**config.mk**
```make
export PLATFORM = sky130hd
export DESIGN_NAME = ram_rd_stream
export DESIGN_NICKNAME = d
export VERILOG_FILES = /design/src/rtl/dma_lib_pkg.sv /design/src/rtl/rd_out_buf.sv /design/src/rtl/ram_rd_stream.sv
export SDC_FILE = /design/constraint.sdc
export NUM_CORES = 1
export LEC_CHECK = 0
export BUFFER_PORTS_ARGS = -buffer_cell sky130_fd_sc_hd__buf_2
export CAP_MARGIN = 20
export CORE_ASPECT_RATIO = 1.5
export CORE_MARGIN = 1.5
export CORE_UTILIZATION = 50
export DETAILED_ROUTE_END_ITERATION = 6
export HOLD_SLACK_MARGIN = 0.15
export PLACE_DENSITY = 0.82
export SLEW_MARGIN = 40
export SYNTH_ARGS = -nofsm -noshare
export SYNTH_HDL_FRONTEND = slang
export SYNTH_SLANG_ARGS = --single-unit
```
**constraint.sdc**
```tcl
create_clock -name rd_clk -period 5 [get_ports rd_clk]
set_input_delay 0.25 -clock rd_clk [delete_from_list [all_inputs] [get_ports rd_clk]]
set_output_delay 0.25 -clock rd_clk [all_outputs]
set_load 0.01 [all_outputs]
```
**src/rtl/dma_lib_pkg.sv**
```systemverilog
// dma_lib_pkg: shared types for the DMA read-side blocks.
package dma_lib_pkg;
    typedef enum logic [0:0] {IDLE, READ} rd_stream_state_t;
endpackage

```
**src/rtl/rd_out_buf.sv**
```systemverilog
// rd_out_buf: 4-entry register-based FWFT FIFO with reset-cleared storage.
module rd_out_buf #(
    parameter int W = 65
) (
    input  logic         rd_clk,
    input  logic         rst,
    input  logic         push,
    input  logic         pop,
    input  logic [W-1:0] din,
    output logic [W-1:0] dout,
    output logic [2:0]   count
);
    logic [W-1:0] mem_q [4];
    logic [W-1:0] mem_d [4];
    logic [1:0]   wp_q, wp_d, rp_q, rp_d;
    logic [2:0]   cnt_q, cnt_d;
    logic         do_pop;

    always_comb begin
        mem_d = mem_q;
        do_pop = pop && cnt_q != 3'd0;
        if (push) mem_d[wp_q] = din;
        wp_d = wp_q + {1'b0, push};
        rp_d = rp_q + {1'b0, do_pop};
        cnt_d = cnt_q + {2'b0, push} - {2'b0, do_pop};
    end

    always_ff @(posedge rd_clk) begin
        if (rst) begin
            mem_q <= '{default: '0};
            wp_q <= '0;
            rp_q <= '0;
            cnt_q <= '0;
        end else begin
            mem_q <= mem_d;
            wp_q <= wp_d;
            rp_q <= rp_d;
            cnt_q <= cnt_d;
        end
    end

    assign dout = mem_q[rp_q];
    assign count = cnt_q;
endmodule

```
**src/rtl/ram_rd_stream.sv**
```systemverilog
// ram_rd_stream: turns (addr, len) commands into RAM reads and a ready/valid
// word stream with a per-command last flag, absorbing the 1-cycle RAM latency.
module ram_rd_stream
    import dma_lib_pkg::*;
#(
    parameter int WIDTH     = 64,
    parameter int DEPTH     = 512,
    parameter int ADDR_BITS = $clog2(DEPTH)
) (
    input  logic                 rd_clk,
    input  logic                 rst,
    input  logic                 cmd_valid,
    output logic                 cmd_ready,
    input  logic [ADDR_BITS-1:0] cmd_addr,
    input  logic [ADDR_BITS-1:0] cmd_len,
    output logic                 ram_rd_en,
    output logic [ADDR_BITS-1:0] ram_rd_addr,
    input  logic [WIDTH-1:0]     ram_rd_data,
    output logic                 out_valid,
    input  logic                 out_ready,
    output logic [WIDTH-1:0]     out_data,
    output logic                 out_last,
    output logic                 done
);
    rd_stream_state_t     state_q, state_d;
    logic [ADDR_BITS-1:0] addr_q, addr_d;
    logic [ADDR_BITS:0]   rem_q, rem_d;
    logic                 inflight_q, inflight_d;
    logic                 inflight_last_q, inflight_last_d;
    logic                 issue;
    logic [2:0]           buf_count;
    logic [WIDTH:0]       buf_dout;

    // Issuing only when buffered + in-flight words <= 2 guarantees the
    // returning word always has a free buffer slot.
    assign issue = state_q == READ && ({1'b0, buf_count} + {3'b0, inflight_q}) <= 4'd2;

    always_comb begin
        state_d = state_q;
        addr_d = addr_q;
        rem_d = rem_q;
        if (state_q == IDLE && cmd_valid) begin
            addr_d = cmd_addr;
            rem_d = cmd_len == '0 ? (ADDR_BITS + 1)'(DEPTH) : {1'b0, cmd_len};
            state_d = READ;
        end
        if (issue) begin
            addr_d = addr_q + ADDR_BITS'(1);
            rem_d = rem_q - (ADDR_BITS + 1)'(1);
            state_d = rem_q == (ADDR_BITS + 1)'(1) ? IDLE : READ;
        end
        inflight_d = issue;
        inflight_last_d = issue && rem_q == (ADDR_BITS + 1)'(1);
    end

    always_ff @(posedge rd_clk) begin
        if (rst) begin
            state_q <= IDLE;
            addr_q <= '0;
            rem_q <= '0;
            inflight_q <= 1'b0;
            inflight_last_q <= 1'b0;
        end else begin
            state_q <= state_d;
            addr_q <= addr_d;
            rem_q <= rem_d;
            inflight_q <= inflight_d;
            inflight_last_q <= inflight_last_d;
        end
    end

    rd_out_buf #(.W(WIDTH + 1)) u_buf (
        .rd_clk (rd_clk),
        .rst    (rst),
        .push   (inflight_q),
        .pop    (out_ready),
        .din    ({ram_rd_data, inflight_last_q}),
        .dout   (buf_dout),
        .count  (buf_count)
    );

    assign cmd_ready = state_q == IDLE;
    assign ram_rd_en = issue;
    assign ram_rd_addr = addr_q;
    assign out_valid = buf_count != 3'd0;
    assign out_data = buf_dout[WIDTH:1];
    assign out_last = buf_dout[0];
    assign done = out_valid && out_ready && out_last;
endmodule

```
# After elaboration in Yosys (flattened, before gate mapping)
# Index checks and enable logic that the tools add are counted.
# classes
n_addsub	7
order_cmp	4
n_eq_ne	1
n_mux	14
bitwise_logic	3
reduce_logical	9
# ops
cell	count
$bwmux W260	1
$mux W65	3
$bmux W65 S2	1
$demux W65 S2	1
$mux W10	3
$mux W9	2
$eq A10 B1 Y1 const B	1
$sub A10 B1 Y10 const B	1
$add A9 B1 Y9 const B	1
$logic_not A9 Y1	1
$ge A3 B3 Y1 const B	2
$logic_and A1 B1 Y1	6
$not A2 Y3	2
$add A2 B1 Y2	2
$add A3 B1 Y4	1
$le A4 B2 Y1 const B	1
$add A3 B1 Y3	1
$lt A3 B1 Y1 const B	1
$mux W1	3
$reduce_bool A3 Y1	1
$sub A3 B1 Y3	1
$reduce_bool A2 Y1	1
$not A1 Y1	1
# word_totals
register_bits	289
inputBits	86
out_inout_bits	78
wordCells	50

# Logic depth before layout (Yosys ltp)
# Gate-level depths: netlist of run 1.
# depth
depth_word	6
ltp_mapped	8
mapped_depth_nobuf	8

# By module
# A second synthesis of run 1 with hierarchy kept.
# hier_totals
hier_cells	1395
hier_area_um2	12102.9
# modules_own_cells
mod	instances	cells_each	area_per_inst_um2	seq_area_each_um2
rd_out_buf	1	1243	10831.6	5345.1
ram_rd_stream	1	152	1271.2	440.4

# Worst setup path before layout of run 1
# Ideal clock, no wire load.
# synth_timing
path_kind	flip-flop to flip-flop
start	register u_buf.cnt_q[1], in the netlist u_buf.count[1]
end	register u_buf.cnt_q[2], in the netlist u_buf.count[2]
setup_time_ps	128
t_arrival_ps	1967
required_ps	4872
path_slack_ps	2905
stages_incl_launch_ff	9
path_buffers	0
period_less_slack_ps	2095
path_cell_list	dfxtp_1 -> or3_1 -> and2_1 -> ha_1 -> inv_1 -> ha_1 -> fa_1 -> xor2_1 -> nor2_1
# synth_between
elab_chain_cells	3
word_cells_on_any_way	4
cone_classes	add/sub: 2; reduce/logical: 2
# synth_lines
element	line	source
from (decl)	rd_out_buf.sv:16	logic [2:0] cnt_q, cnt_d;
from (signal assigned)	rd_out_buf.sv:38	cnt_q <= cnt_d;
$reduce_bool A3 Y1	-	
via out_valid	ram_rd_stream.sv:19	output logic out_valid,
$logic_and A1 B1 Y1	rd_out_buf.sv:21	do_pop = pop && cnt_q != 3'd0;
$sub A3 B1 Y3	rd_out_buf.sv:25	cnt_d = cnt_q + {2'b0, push} - {2'b0, do_pop};
# The timed path passes the listed nets, and every way through them passes these cells.
# A chain may end at the register's enable or synchronous reset.

# Worst setup path in the final report of run 1
# layout_timing
start	register inflight_q
end	output port ram_rd_en
# layout_between
elab_chain_cells	3
# layout_lines
element	line	source
from (decl)	ram_rd_stream.sv:28	logic inflight_q, inflight_d;
from (signal assigned)	ram_rd_stream.sv:67	inflight_q <= inflight_d;
$add A3 B1 Y4	ram_rd_stream.sv:36	assign issue = state_q == READ && ({1'b0, buf_count} + {3'b0, inflight_q}) <= 4'd2;
$le A4 B2 Y1	ram_rd_stream.sv:36	
$logic_and A1 B1 Y1	ram_rd_stream.sv:36	
to (decl)	ram_rd_stream.sv:16	output logic ram_rd_en,
# Every way passes these cells.

==> results.txt, run 1 <==
- Post-synth design cell area: 12,000 sq um
- TritonCTS built the clock tree.
* Worst slack after detailed placement: about 2.7 ns
* HPWL after detailed placement: between 15,000 and 20,000 um
- In the routed layout, each cell is associated on average with a via count of around 5.6.
* Tightest hold margin: between 0.2 and 0.25 ns
- Counting the buffers created by CTS gives 27.
- CTS root buf: clkbuf_16
- Most common cell after layout, fill and taps aside: nand2_1
- HP Class: in -> reg
- Yosys reg bits: around 290
- Worst setup slack for register-to-register paths: between 2 and 3 ns
- Initial standard-cell utilization of the core: between 50% and 60%
- Hold path startpoint: cmd_addr[8]
- In the synthesized netlist the dominant register cell turns out to be dfxtp_1.
- Maximum vdd ir drop: 0.332 mV
- Of all nets on the critical path, the largest fanout is 15.
- The first detailed-routing pass ran for 5 iterations.
- Status: completed
- The cell count after synthesis came out at roughly 1,400.
- After Yosys synthesis, and, or, nand and nor cells account for between 20% and 30% of the synthesized area.
- Input and output buffers added on the ports amount to between 150 and 200.
- Placed cell count: approximately 1,800
* Startpoint types: flop
- For the worst-skew pair, the clock arrives at the later sink with an insertion delay of 0.53 ns.
- Relative max-transition margin: about half
- Mux cell area share after synthesis: 12.4%
- Number of vias after detailed routing: between 10,000 and 15,000
- After the flow finishes, the layout carries non-filler instances totaling about 1,900.
- At the worst endpoint, the required time is between 4 and 5 ns.
- Placement Rows: 69
- Adder-cell share of the synthesized area: 1.21%
- Total wire length after detailed routing: between 30,000 and 40,000 um
- Min-Delay Endpoint: ram_rd_addr[8]
* Critical register-to-register path endpoint: rem_q[9]
- Crit path capture type: output pin
* Critical path arrival: around 2.6 ns
- Y dimension of the die: ~190 um
- Setup-violating endpoint count in the final report: 0
- Setup repair after global routing left no endpoint under its margin.
- Leading cell types in the layout, fill and taps excluded: 534 x nand2_1, 287 x dfxtp_1, 271 x a21oi_1, 162 x buf_2, 83 x dlygate4sd3_1
- Maximum number of pins on one net before global-route repair: 160
- The final layout contains around 1,700 nets.
- Worst Clk Skew: between 0.007 and 0.008 ns
* Grt ovf: 0
- Share of cells above drive strength 1: between 10% and 20%
- Yosys mapped a number of flops with a built-in enable equal to 0.
* Remaining antenna violation count: 0
- Counting every sink on the clock net gives a little under 300.
- The completed layout was analyzed and its total power is between 5 and 6 mW.
- Sum of negative setup slack: 0 ns
- Warnings, synthesis: 0
* Area of the core region: about 24,000 sq um
- Number of endpoints with negative hold slack in the final report: 0
- Along the worst hold path, the cell count comes to 4.
- The number of global-route vias before repair was ~11,000.
- Mean routed wirelength per cell: ~17 um
* Number of pins with negative max-slew slack in the final report: 0
- Maximum level of the CTS H-tree: 1
- Across the run, the number of max-cap violations was 0.
- Xor-xnor portion of the synthesized cell area: less than 1%
- No sink is reached through more buffers than the 3 on the longest clock path.
- Sequential area share after synthesis: 48.3%
* Fraction of post-synthesis cell area in the top cell type by area: between 40 and 50%
- After synthesis, the largest family of logic cells by area is simple AND/OR/NAND/NOR gates.
- Transition at the pin with the smallest max-transition slack: ~0.73 ns
* Final critical-path share of the clock period: about 57%
- Worst Slack Setup Final: between 2 and 2.5 ns
- Power spread over the standard cell area amounts to 376 nW/um^2.
* Fraction of the mapped netlist area in compound gates: between 10% and 20%
- The first global-routing pass estimated 52,100 um of wire.
- Crit path time final: between 2 and 3 ns
* Die Span X: 129 um
- DR DRC count: 0
- Startpoint-to-endpoint class of the critical path: reg -> out
- Number of primary I/O pins: ~160
- Clock slew at reported path FFs: ~0.06 ns
* Average cell area after synthesis: approximately 8.6 sq um
* Leading area contributor after synthesis: dfxtp_1
- The die covers 24,900 sq um.
- After synthesis, the share of flip-flops with an asynchronous set or reset is 0%.
* Fmax: about 350 MHz
* Total global-route track usage: 26.0%
- Starting DRT DRC Count: 807
- Sorting the synthesized cells by area gives the leading types as dfxtp_1 48%, nand2_1 17%, mux4_2 12%, a21oi_1 11%, clkbuf_1 2.0%.
- Reg-to-reg critical path startpoint: inflight_q
- Count of different cell masters after synthesis: 50
- Leakage dissipation: roughly 5.3 nW
* Placer's final routability congestion estimate: around 0.84
- Number of nets in the synthesized netlist: around 1,500
- The initial antenna violation count came to 3.
- The area growth from synthesis to layout is 23.2%.
* Number of cells on the worst reg-to-reg path: 7
## how the worst max path moves through the flow
| stage | start | to | slack [ns] | depth (start not counted) |
|---|---|---|---|---|
| global placement | u_buf.rp_q[1] | out_data[0] | 2.59 | 3 |
| floorplan | u_buf.count[1] | u_buf.count[2] | 2.91 | 8 |
| CTS | u_buf.rp_q[0] | out_data[47] | 2.11 | 3 |
| detailed placement | inflight_q | rem_q[9] | 2.65 | 7 |
| global route | inflight_q | ram_rd_en | 1.96 | 6 |
| finish | inflight_q | ram_rd_en | 2.14 | 6 |
## critical path: stages, from the launching register on
cell and delay (ns):
dfxtp_1 0.39, ha_1 0.28, ha_1 0.22, xnor2_2 0.32
nand3_2 0.24, inv_1 0.41, buf_2 0.22
## power by group
group	total [mW]	leakage, nW	switching (mW)	internal [mW]
registers	2.54	2.34	0.152	2.39
logic	0.917	2.51	0.479	0.438
clock network	2.08	0.454	0.866	1.21
## final cells by class
class | instances | area (sq um)
multi-input cells | 986 | 5750
well taps | 319 | 399
flip-flops and latches | 289 | 5790
fillers | 1879 | 8820
diodes | 2 | 5.00
inverters | 9 | 33.8
repair buffers | 262 | 1860
clock buffers | 38 | 797
clock inverters | 10 | 109
## what timing repair did
item                                   in CTS  in global routing
endpoints found under the hold margin     275                  0
hold buffers                               83                  0
buffers inserted                            0                  0
resized for setup                           0                  0
## cell usage after synthesis (all sizes together), types with 3 or more instances
cell / instances
nand2: 534
dfxtp: 289
a21oi: 271
mux4: 65
clkbuf: 64
buf: 44
nor2: 13
nand3: 11
ha: 10
inv: 9
a31oi: 8
nor2b: 7
nand4: 6
nand2b: 5
and3: 4
o211ai: 4
or3: 4
a22oi: 3
nor3: 3
o21bai: 3
o22ai: 3
xnor2: 3
## through the flow
stage,cell area (sq um),utilization (%)
3_3_place_gp,12900,54.7
6_report,14700,62.6
2_1_floorplan,12000,-
5_1_grt,14700,62.6
3_5_place_dp,13000,55.2
4_1_cts,14700,62.6
## state kept, by name, summed over array words and instances, names as in the netlist
signal and count:
inflight_last_q 1, inflight_q 1, ram_rd_addr 9, rem_q 10
state_q 1, u_buf.count 3, u_buf.mem_q 260, u_buf.rp_q 2
u_buf.wp_q 2
## kinds of logic after synthesis
logic type,Yosys count
simple gates,599
mux,67
xor+xnor,4
flops,289
fa+ha+maj,11
buf+inv,117
compound gates,305
## per-layer routing
metal	global-route usage, %	wire (um)	vias up	part of all wire, %
li1	-	-	5085	-
met2	49.0	17500	379	53
met4	11.7	1150	2	3.5
met5	0	10	-	0.031
met1	28.4	12300	5128	38
met3	3.69	1760	86	5.4
No activity file was read; power rests on OpenSTA's default activity.
==> inputs of run 2 (changes only) <==
Clock period 5 ns to 2.92 ns, I/O delays scaled along.
==> run 2 against run 1 <==
- worst setup slack worse by 2.0 ns
- die area is the same
- total power increased by 71%
- largest cell class unchanged
- critical path depth did not move
- cell count hardly changed
- routed wire length shrank 1.9%
- utilization is essentially flat
- largest power group unchanged
- sequential power up 66%
- first-iteration DRC count shrank 7.1%
- global-route usage decreased by 0.76 points
- via count decreased by 0.54%
- clock skew increased by 0.019 ns
- critical path type unchanged
==> results.txt, run 2 (synthesized netlist as in run 1, its figures left out) <==
- Initial antenna violation count: 3
- The first global-routing pass estimated 50,600 um of wire.
- Mean routed wirelength per cell: approximately 17 um
* Setup repair after global routing missed its margin: false
- Number of primary I/O pins: ~160
* Startpoint-to-endpoint class of the critical path: reg -> out
* Clock slew at reported path FFs: around 0.060 ns
- At the pin with the least slew margin, the transition time is roughly 0.8 ns.
- Data arrives at the worst endpoint at ~2.6 ns.
- Clock Path Buffers: 3
- The floorplan step set the die height to between 150 and 200 um.
- Relative max-transition margin: a little under half
- Worst slack after detailed placement: about 0.59 ns
- Fill cells in the final layout number between 1,500 and 2,000.
- Max Cap Viol: 0
- In this design, the largest share of critical-path delay is due to buffers and inverters.
* Total wire length after detailed routing: between 30,000 and 40,000 um
- Global routing finished with a remaining overflow of 0.
* Setup-violating endpoint count in the final report: 0
- The number of clock buffers added by TritonCTS is 27.
- The analysis attributes to cell leakage a power of 5.28 nW.
- Worst-path cell with the longest stage delay: inv_1
- TritonCTS built the clock tree.
- Sequential cell area: 5790 sq um
- Along the worst path, the maximum fanout reaches 15.
- Die footprint: approximately 25,000 sq um
* Initial standard-cell utilization of the core: around half
- HPWL after detailed placement: roughly 18,000 um
- Detailed routing inserted a total of approximately 11,000 vias.
- The register with the most flip-flops in the layout has 260 of them.
- Worst Slack Setup Final: 0.170 ns
- Buffers and inverters on the worst path: 2
- STA puts the critical path data required time at 2.77 ns.
* Total clock sinks: around 290
* Maximum level of the CTS H-tree: 1
* Die Span X: ~130 um
* Critical Path Source: inflight_q
* Total chip power: roughly 9.4 mW
* Number of buffers added on ports: roughly 160
* Fmax: about 360 MHz
- In this run the most critical hold path is launched from rst.
- The first routing iteration left between 700 and 800 violations.
- The post-route netlist has 19.3% of its cells at a drive strength greater than 1.
* Cts repair resizes: 0
* Crit path time final: ~2.7 ns
- Stage delay of the slowest cell on the critical path: about 0.4 ns
* Multi-input logic area: between 5000 and 6000 sq um
- Reg-to-reg critical path startpoint: inflight_q
- The first detailed-routing pass ran for 6 iterations.
- Entering global routing, the biggest net connects between 100 and 150 pins.
* HP Class: in -> reg
* Cell repeated most along the worst path: ha_1
- The number of global-route vias before repair came to 10,600.
- For this run, the total global-route usage over all layers was measured as roughly a quarter.
- After the last flow step, the layout net total stands at 1,671.
- Placement Rows: between 60 and 70
- Most common cell after layout, fill and taps aside: nand2_1
- Maximum vdd ir drop: approximately 0.53 mV
- Leaving out fill and tap cells, the most frequent cells in the layout are 534 x nand2_1, 287 x dfxtp_1, 271 x a21oi_1, 162 x buf_2, 84 x dlygate4sd3_1.
* Crit path capture type: output pin
* Worst-skew pair later-pin latency: 0.54 ns
- Syn-to-layout area delta: 23.2%
- Clock skew on the completed layout was measured at 0.0263 ns.
- Sum of negative setup slack: 0 ns
- The final critical path takes up a little over nine tenths of the cycle.
* Status: completed
- After clock tree synthesis, the flow added hold-fix buffers numbering 84.
- In this run the post-CTS setup repair buffer count came out at 0.
- PwrDens: ~640 nW/um^2
- In this run the remaining antenna-violating nets after routing total 0.
* List of cells traversed by the critical path: ha_1 > ha_1 > xnor2_2 > nand3_2 > inv_1 > buf_2
- More flip-flops sit in one register than any other, and that register is u_buf.mem_q.
- For this run, design rule violations remaining after detail routing come to 0.
* Startpoint types: flop
* Vias per cell: between 5 and 6
- CTS root buf: clkbuf_16
- Area of the core region: roughly 24,000 sq um
* Placer's final routability congestion estimate: 0.836
- Number of pins with negative max-slew slack in the final report: 0
- Number of endpoints with negative hold slack in the final report: 0
* Utilization after layout: roughly 63%
run 2: stage by stage:
step	instances	cell area (sq um)	hold slack (ns)
2_1_floorplan	1392	12000	0.282
3_3_place_gp	1780	13000	0.391
3_5_place_dp	1780	13000	0.402
4_1_cts	1910	14700	0.278
5_1_grt	1913	14800	0.334
6_report	1914	14800	0.293
run 2: layout make-up:
type	instances	area share [%]
Clock buffer	35	5.12
Inverter	9	0.229
Sequential cell	289	39.2
Clock inverter	11	0.772
Antenna cell	4	0.0678
Tap cell	319	2.71
Multi-Input combinational cell	986	38.9
Timing Repair Buffer	261	13.0
run 2: metal layers:
layer | GRT usage, % | share of wire, % | vias up
met3 | 3.71 | 5.9 | 79
li1 | - | - | 5073
met4 | 12.2 | 3.5 | 0
met1 | 29.0 | 38 | 5089
met2 | 45.4 | 53 | 381
met5 | 0 | 0 | -
run 2: path summary, 6_finish.rpt:
kind	to	slack, ns	cells after the start
max reg2reg	rem_q[9]	0.56	7
max	ram_rd_en	0.17	6
min	u_buf.mem_q[20]	0.29	2
min reg2reg	u_buf.mem_q[216]	0.45	2
run 2: power by group:
group,internal (mW),switching (mW)
combinational,0.787,0.957
sequential,4.10,0.129
clock,1.99,1.48
total,6.88,2.57
